$ cat src/rtl/output_argmax.sv
// output_argmax: collects one frame of output-neuron scores and reports the argmax class, its score and the activated bit vector.
module output_argmax #(
  parameter int OUTPUT_LEN = 10,
  parameter int ALU_WIDTH  = 12,
  parameter int IDX_LEN    = 4
) (
  input  logic                 clk,
  input  logic                 rst,
  input  logic                 en,
  input  logic                 score_valid,
  input  logic [ALU_WIDTH-1:0] score_data,
  input  logic                 score_bit,
  input  logic                 score_last,
  output logic                 score_ready,
  output logic                 result_valid,
  input  logic                 result_ack,
  output logic [IDX_LEN-1:0]   class_idx,
  output logic [ALU_WIDTH-1:0] class_score,
  output logic [OUTPUT_LEN-1:0] act_vec,
  output logic                 frame_err
);
  if ((2 ** IDX_LEN) < OUTPUT_LEN) begin : g_bad_idx
    $error("IDX_LEN too small for OUTPUT_LEN");
  end
  typedef enum logic {COLLECT, DONE} state_t;
  state_t state, state_nxt;
  logic [IDX_LEN-1:0] cnt, best_idx;
  logic [ALU_WIDTH-1:0] best_score;
  logic clr, accept, at_end, last_beat, take;
  assign clr = !rst || !en;
  assign accept = score_valid && score_ready;
  assign at_end = cnt == IDX_LEN'(OUTPUT_LEN - 1);
  assign last_beat = accept && (at_end || score_last);
  // the first beat of a frame always wins so no stale maximum survives
  assign take = cnt == '0 || score_data > best_score;
  always_ff @(posedge clk)
    state <= clr ? COLLECT : state_nxt;
  always_comb begin
    state_nxt = state;
    if (state == COLLECT) state_nxt = last_beat ? DONE : COLLECT;
    else state_nxt = result_ack ? COLLECT : DONE;
  end
  always_comb begin
    score_ready = state == COLLECT;
    result_valid = state == DONE;
  end
  // class_idx/class_score are separate from the running best so the
  // previous result stays visible while the next frame is collected
  always_ff @(posedge clk) begin
    if (clr) begin
      cnt <= '0;
      best_idx <= '0;
      best_score <= '0;
      class_idx <= '0;
      class_score <= '0;
      act_vec <= '0;
      frame_err <= 1'b0;
    end else begin
      if (accept) begin
        act_vec[cnt] <= score_bit;
        cnt <= last_beat ? '0 : cnt + 1'b1;
        if (take) begin
          best_score <= score_data;
          best_idx <= cnt;
        end
        if (last_beat) begin
          class_score <= take ? score_data : best_score;
          class_idx <= take ? cnt : best_idx;
        end
        if (score_last != at_end) frame_err <= 1'b1;
      end
      if (result_valid && result_ack) act_vec <= '0;
    end
  end
endmodule

$ cat config.mk
export PLATFORM = sky130hd
export DESIGN_NAME = output_argmax
export DESIGN_NICKNAME = d
export VERILOG_FILES = /design/src/rtl/output_argmax.sv
export SDC_FILE = /design/constraint.sdc
export NUM_CORES = 1
export LEC_CHECK = 0
export CELL_PAD_IN_SITES_DETAIL_PLACEMENT = 0
export CELL_PAD_IN_SITES_GLOBAL_PLACEMENT = 1
export CORE_MARGIN = 4
export CORE_UTILIZATION = 34
export CTS_CLUSTER_SIZE = 16
export DETAILED_ROUTE_END_ITERATION = 10
export PLACE_DENSITY = 0.75
export RECOVER_POWER = 50
export SYNTH_ARGS = -nofsm -noshare
export SYNTH_HDL_FRONTEND = slang
export SYNTH_SLANG_ARGS = --single-unit
$ cat constraint.sdc
create_clock -name clk -period 2.13 [get_ports clk]
set_input_delay 0.5325 -clock clk [delete_from_list [all_inputs] [get_ports clk]]
set_output_delay 0.5325 -clock clk [all_outputs]
set_load 0.02 [all_outputs]
Word-level counts from Yosys, hierarchy flattened
Index checks and enable logic that the tools add are counted.

storage, ports and cells
  register bits after elaboration = 48
  input port bits = 19
  word-level logic and storage cells = 37

operators by class
  add/sub/neg operators = 1
  $lt $le $gt $ge = 3
  equality and inequality tests = 2
  muxes and demuxes = 9
  bitwise gates (word level) = 1
  reduce and logical (&&, ||, !) cells = 13

operators by type and width
  kind                                                                    number
  12-bit > comparator                                                     1
  12-bit 2-to-1 mux                                                       1
  10-bit bitwise mux                                                      1
  4-bit 2-to-1 mux                                                        2
  4-bit by 5-bit < comparator with 1-bit output (second input constant)   1
  4-bit by 1-bit adder with 4-bit output (second input constant)          1
  1-bit demux with 4-bit select                                           1
  4-bit equality test (second input constant)                             1
  4-bit by 1-bit >= comparator with 1-bit output (second input constant)  1
  1-bit logical AND                                                       4
  4-bit zero test                                                         1
  1-bit 2-to-1 mux                                                        4
  2-bit AND reduction                                                     2
  1-bit logical OR                                                        3
  1-bit zero test                                                         2
  2-bit OR reduction                                                      1
  1-bit != test                                                           1
  1-bit NOT                                                               1

Logic depth before layout (Yosys ltp)
  word-level depth = 5
  gate-level depth with buffers = 9
  depth with buffers taken out = 8

Worst setup path after synthesis
Ideal clock, no wire load.

  kind = in2reg
  from = input port score_data[1]
  to = register class_score[3]
  setup time = 0.126 ns
  arrival time = 2.056 ns
  required time = 2.004 ns
  path slack = -0.053 ns
  stages on the path = 8
  path buffers = 1
  cell sequence = ha_1 -> nor2b_1 -> o211ai_2 -> a211oi_2 -> o41ai_4 -> and2_1 -> buf_4 -> o211ai_1

on the way
  word-level cells in the longest chain between the ends = 3

RTL lines
  element               RTL line  source
  from (decl)           11        input logic [ALU_WIDTH-1:0] score_data,
  12-bit > comparator   35        assign take = cnt == '0 || score_data > best_score;
  1-bit logical OR      35
  12-bit 2-to-1 mux     --
  to (signal assigned)  67        class_score <= take ? score_data : best_score;
  to (decl)             18        output logic [ALU_WIDTH-1:0] class_score,

No other way between the ends.
A chain may end at the register's enable or synchronous reset.

Worst setup path after layout
  from = input port score_data[7]
  to = register best_idx[2]

on the way
  word-level cells in the longest chain between the ends = 3

RTL lines
  element               RTL line  source
  12-bit > comparator   35
  1-bit logical OR      35
  4-bit 2-to-1 mux      --
  to (signal assigned)  64        best_idx <= cnt;
  to (decl)             27        logic [IDX_LEN-1:0] cnt, best_idx;

No other way between the ends.

==> impl_metrics.json <==
{
  "status": "finished, violations left",
  "failed_checks": "setup timing",
  "insertion_delay_ps": 310,
  "ctsHoldBuffers": 0,
  "crit_required_ps": 2360,
  "r2r_slack_ps": 20,
  "hp-class": "flip-flop to flip-flop",
  "dr.pass1.iters": 4,
  "fmax_mhz": 464.8,
  "setup_viol": 4,
  "synth_seq_cells": 48,
  "power-per-cell-area_nw_per_um2": 523.8,
  "via_per_inst": 4.829,
  "end_kind": "flip-flop",
  "synth_top_area_share_pct": 39.92,
  "synth_top_area_cell": "dfxtp_1",
  "die_y_um": 92.15,
  "cpLargestDelayFamily": "buffers and inverters",
  "fin_nets": 418,
  "area_delta_synth_final_pct": 45.95,
  "core_um2": 6832,
  "cts_buffers": 5,
  "regToRegStartpoint": "best_score[5]$_SDFFE_PP0P_",
  "mostFrequentLayoutCells": "86 x nand2_1, 46 x dfxtp_1, 41 x buf_4",
  "cts_buffer_depth": 2,
  "hold_viol_final": 0,
  "fill_cells": 708,
  "syn_area_um2": 2407,
  "cp-endpoint": "best_idx[2]$_SDFFE_PP0P_",
  "path_buf_inv": 5,
  "syn_inst": 296,
  "synth.distinct_cells": 31,
  "cts_tree": "built",
  "finalCriticalPeriod_ps": 2151,
  "vias": 2313,
  "final_common_cell": "nand2_1",
  "ys_warn_count": 0,
  "grt_pass1_vias": 2201,
  "diodes": 0,
  "p_leak_nw": 1.335,
  "critical_path.cell_chain": "clkdlybuf4s15_1 -> ha_4 -> nand4_1 -> buf_4 -> or3_4 -> o41ai_4 -> buf_4 -> a21oi_4 -> buf_4 -> buf_4 -> o32ai_2",
  "grt_usage_pct": 15.74,
  "drtAntennaViolNets": 0,
  "wl_per_cell_um": 13.36,
  "async_flop_share_pct": 0,
  "slowest_delay_ps": 340,
  "drt_wl_total_um": 6400,
  "rsz0062_at_grt": "true",
  "utilization_pct": 51.43,
  "tightest_slew_ps": 1045,
  "cp_num_cells": 11,
  "synth.area.top_cells": "dfxtp_1 40%, nand2_1 13%, ha_1 8.8%, mux2i_1 6.7%, nand4_1 5.2%",
  "clock-sinks": 48,
  "drc": 0,
  "ios": 48,
  "cap_violations": 0,
  "arrival_ps": 2390,
  "ir_drop_v": 0.0002890,
  "dpl.hpwl_um": 4426,
  "rows": 30,
  "seq_area_frac_synth_pct": 39.92,
  "start_util_pct": 35.24,
  "synth-edff-count": 0,
  "slowest_stage": "or3_4",
  "antenna_found_initial": 0,
  "critPathLaunchType": "input port",
  "min_period_over_period_pct": 101.0,
  "root_buffer": "clkbuf_8",
  "synthFlopType": "dfxtp_1",
  "io_buffers": 47,
  "r2r_cells": 12,
  "p_total_w": 0.001840,
  "cts_max_level": 2,
  "syn-num-nets": 332,
  "startpoint": "score_data[7]",
  "gr-total-overflow": 0,
  "slew_headroom_pct": 29.61,
  "routabilityCongestion": 0.7782,
  "worst_path_most_repeated_cell": "buf_4",
  "drive_gt1_share_pct": 22.98,
  "grt_max_degree": 20,
  "die_x_um": 92.15,
  "slew_viol_final": 0,
  "path_class": "input port to flip-flop",
  "die_area_um2": 8491,
  "timing.rr.end": "best_idx[2]$_SDFFE_PP0P_",
  "skew_ps": 12.46,
  "postSynthAreaPerCell_um2": 8.133,
  "path_clk_slew_ps": 100,
  "grt_pass1_wl_um": 10760,
  "first_iter_violations": 80,
  "cp_max_fo": 3,
  "worst_slack_ps": -21.48
}
[synth_stat cells, types with 2 or more instances]
master	instances
and2_1	2
nand4_1	20
dfxtp_1	48
nand3_1	13
o211ai_1	16
clkbuf_1	13
xor2_1	2
a21oi_1	14
nand2_1	86
ha_1	17
nor2_1	10
mux2i_1	16
inv_1	17
nor3_1	2
nor2b_1	3
buf_2	2
[worst min path at each step]
stage / from / end / cells past startpoint
global placement: best_idx[0]$_SDFFE_PP0P_ / best_idx[0]$_SDFFE_PP0P_ / 2
finish: act_vec[3]$_SDFFE_PP0P_ / act_vec[3]$_SDFFE_PP0P_ / 2
floorplan: best_idx[0]$_SDFFE_PP0P_ / best_idx[0]$_SDFFE_PP0P_ / 2
CTS: act_vec[7]$_SDFFE_PP0P_ / act_vec[7]$_SDFFE_PP0P_ / 2
detailed placement: act_vec[7]$_SDFFE_PP0P_ / act_vec[7]$_SDFFE_PP0P_ / 2
global route: best_idx[0]$_SDFFE_PP0P_ / best_idx[0]$_SDFFE_PP0P_ / 2
[registers in the layout (all words and copies together), names as in the netlist]
register	cells
result_valid	1
frame_err	1
class_idx	4
class_score	12
best_idx	4
best_score	12
act_vec	10
cnt	4
[stage by stage]
| stage | std cells | instance area, µm² | hold WS [ps] | setup slack, ps | setup TNS, ps |
|---|---|---|---|---|---|
| after floorplan | 296 | 2434 | 435.1 | -0.04952 | -0.4456 |
| after global placement | 463 | 3256 | 445.3 | -784.9 | -22250 |
| after detailed placement | 463 | 3256 | 454.5 | -867.8 | -23870 |
| after CTS | 478 | 3480 | 469.5 | 7.417 | 0 |
| after global routing | 479 | 3513 | 495.7 | -129.1 | -1862 |
| final | 479 | 3513 | 463.7 | -21.48 | -37.07 |
[power breakdown]
part	total (W)	internal, W	switching [W]
clock network	0.000581	0.000233	0.000347
registers	0.000923	0.000914	0.00000937
logic	0.000336	0.000164	0.000172
total	0.00184	0.00131	0.000529
[metal layers]
layer | wire length (µm) | track usage, %
met1 | 3136 | 21.87
met2 | 2914 | 24.27
met3 | 251 | 3.199
met4 | 97 | 5.198
met5 | 0 | 0
[worst register-to-register path, cell delays in order, from the launching register on]
cell and delay, ps:
dfxtp_2 360, inv_2 50, ha_4 260, buf_6 80, nand4_1 130, buf_4 160, or3_4 340, o41ai_4 60
buf_4 190, a21oi_4 70, buf_4 140, buf_4 120, o32ai_2 80
[layout make-up]
| cell class | count | area (µm²) | share of cell area [%] |
|---|---|---|---|
| Clock inverter | 3 | 23.77 | 0.6766 |
| Tap cell | 96 | 120.1 | 3.419 |
| Inverter | 17 | 63.81 | 1.816 |
| Timing Repair Buffer | 95 | 815.8 | 23.22 |
| Clock buffer | 5 | 68.82 | 1.959 |
| Sequential cell | 48 | 963.4 | 27.42 |
| Multi-Input combinational cell | 215 | 1458 | 41.49 |
[cell families after synthesis]
family / share of synthesized area, %
adder cells (fa/ha/maj): 8.836
AO/OA/AOI/OAI: 12.79
AND/OR/NAND/NOR: 24.84
buffers and inverters: 5.873
XOR/XNOR: 1.092
flip-flops: 39.92
multiplexers: 6.653
[repair_timing]
| action | in CTS | in global routing |
|---|---|---|
| cloned | 1 | 0 |
| pin swaps | 14 | 22 |
| gates resized for setup | 29 | 24 |
| setup buffers | 7 | 2 |
| setup endpoints to repair | 32 | 32 |
Note: power is estimated with default switching activity, not from simulation.
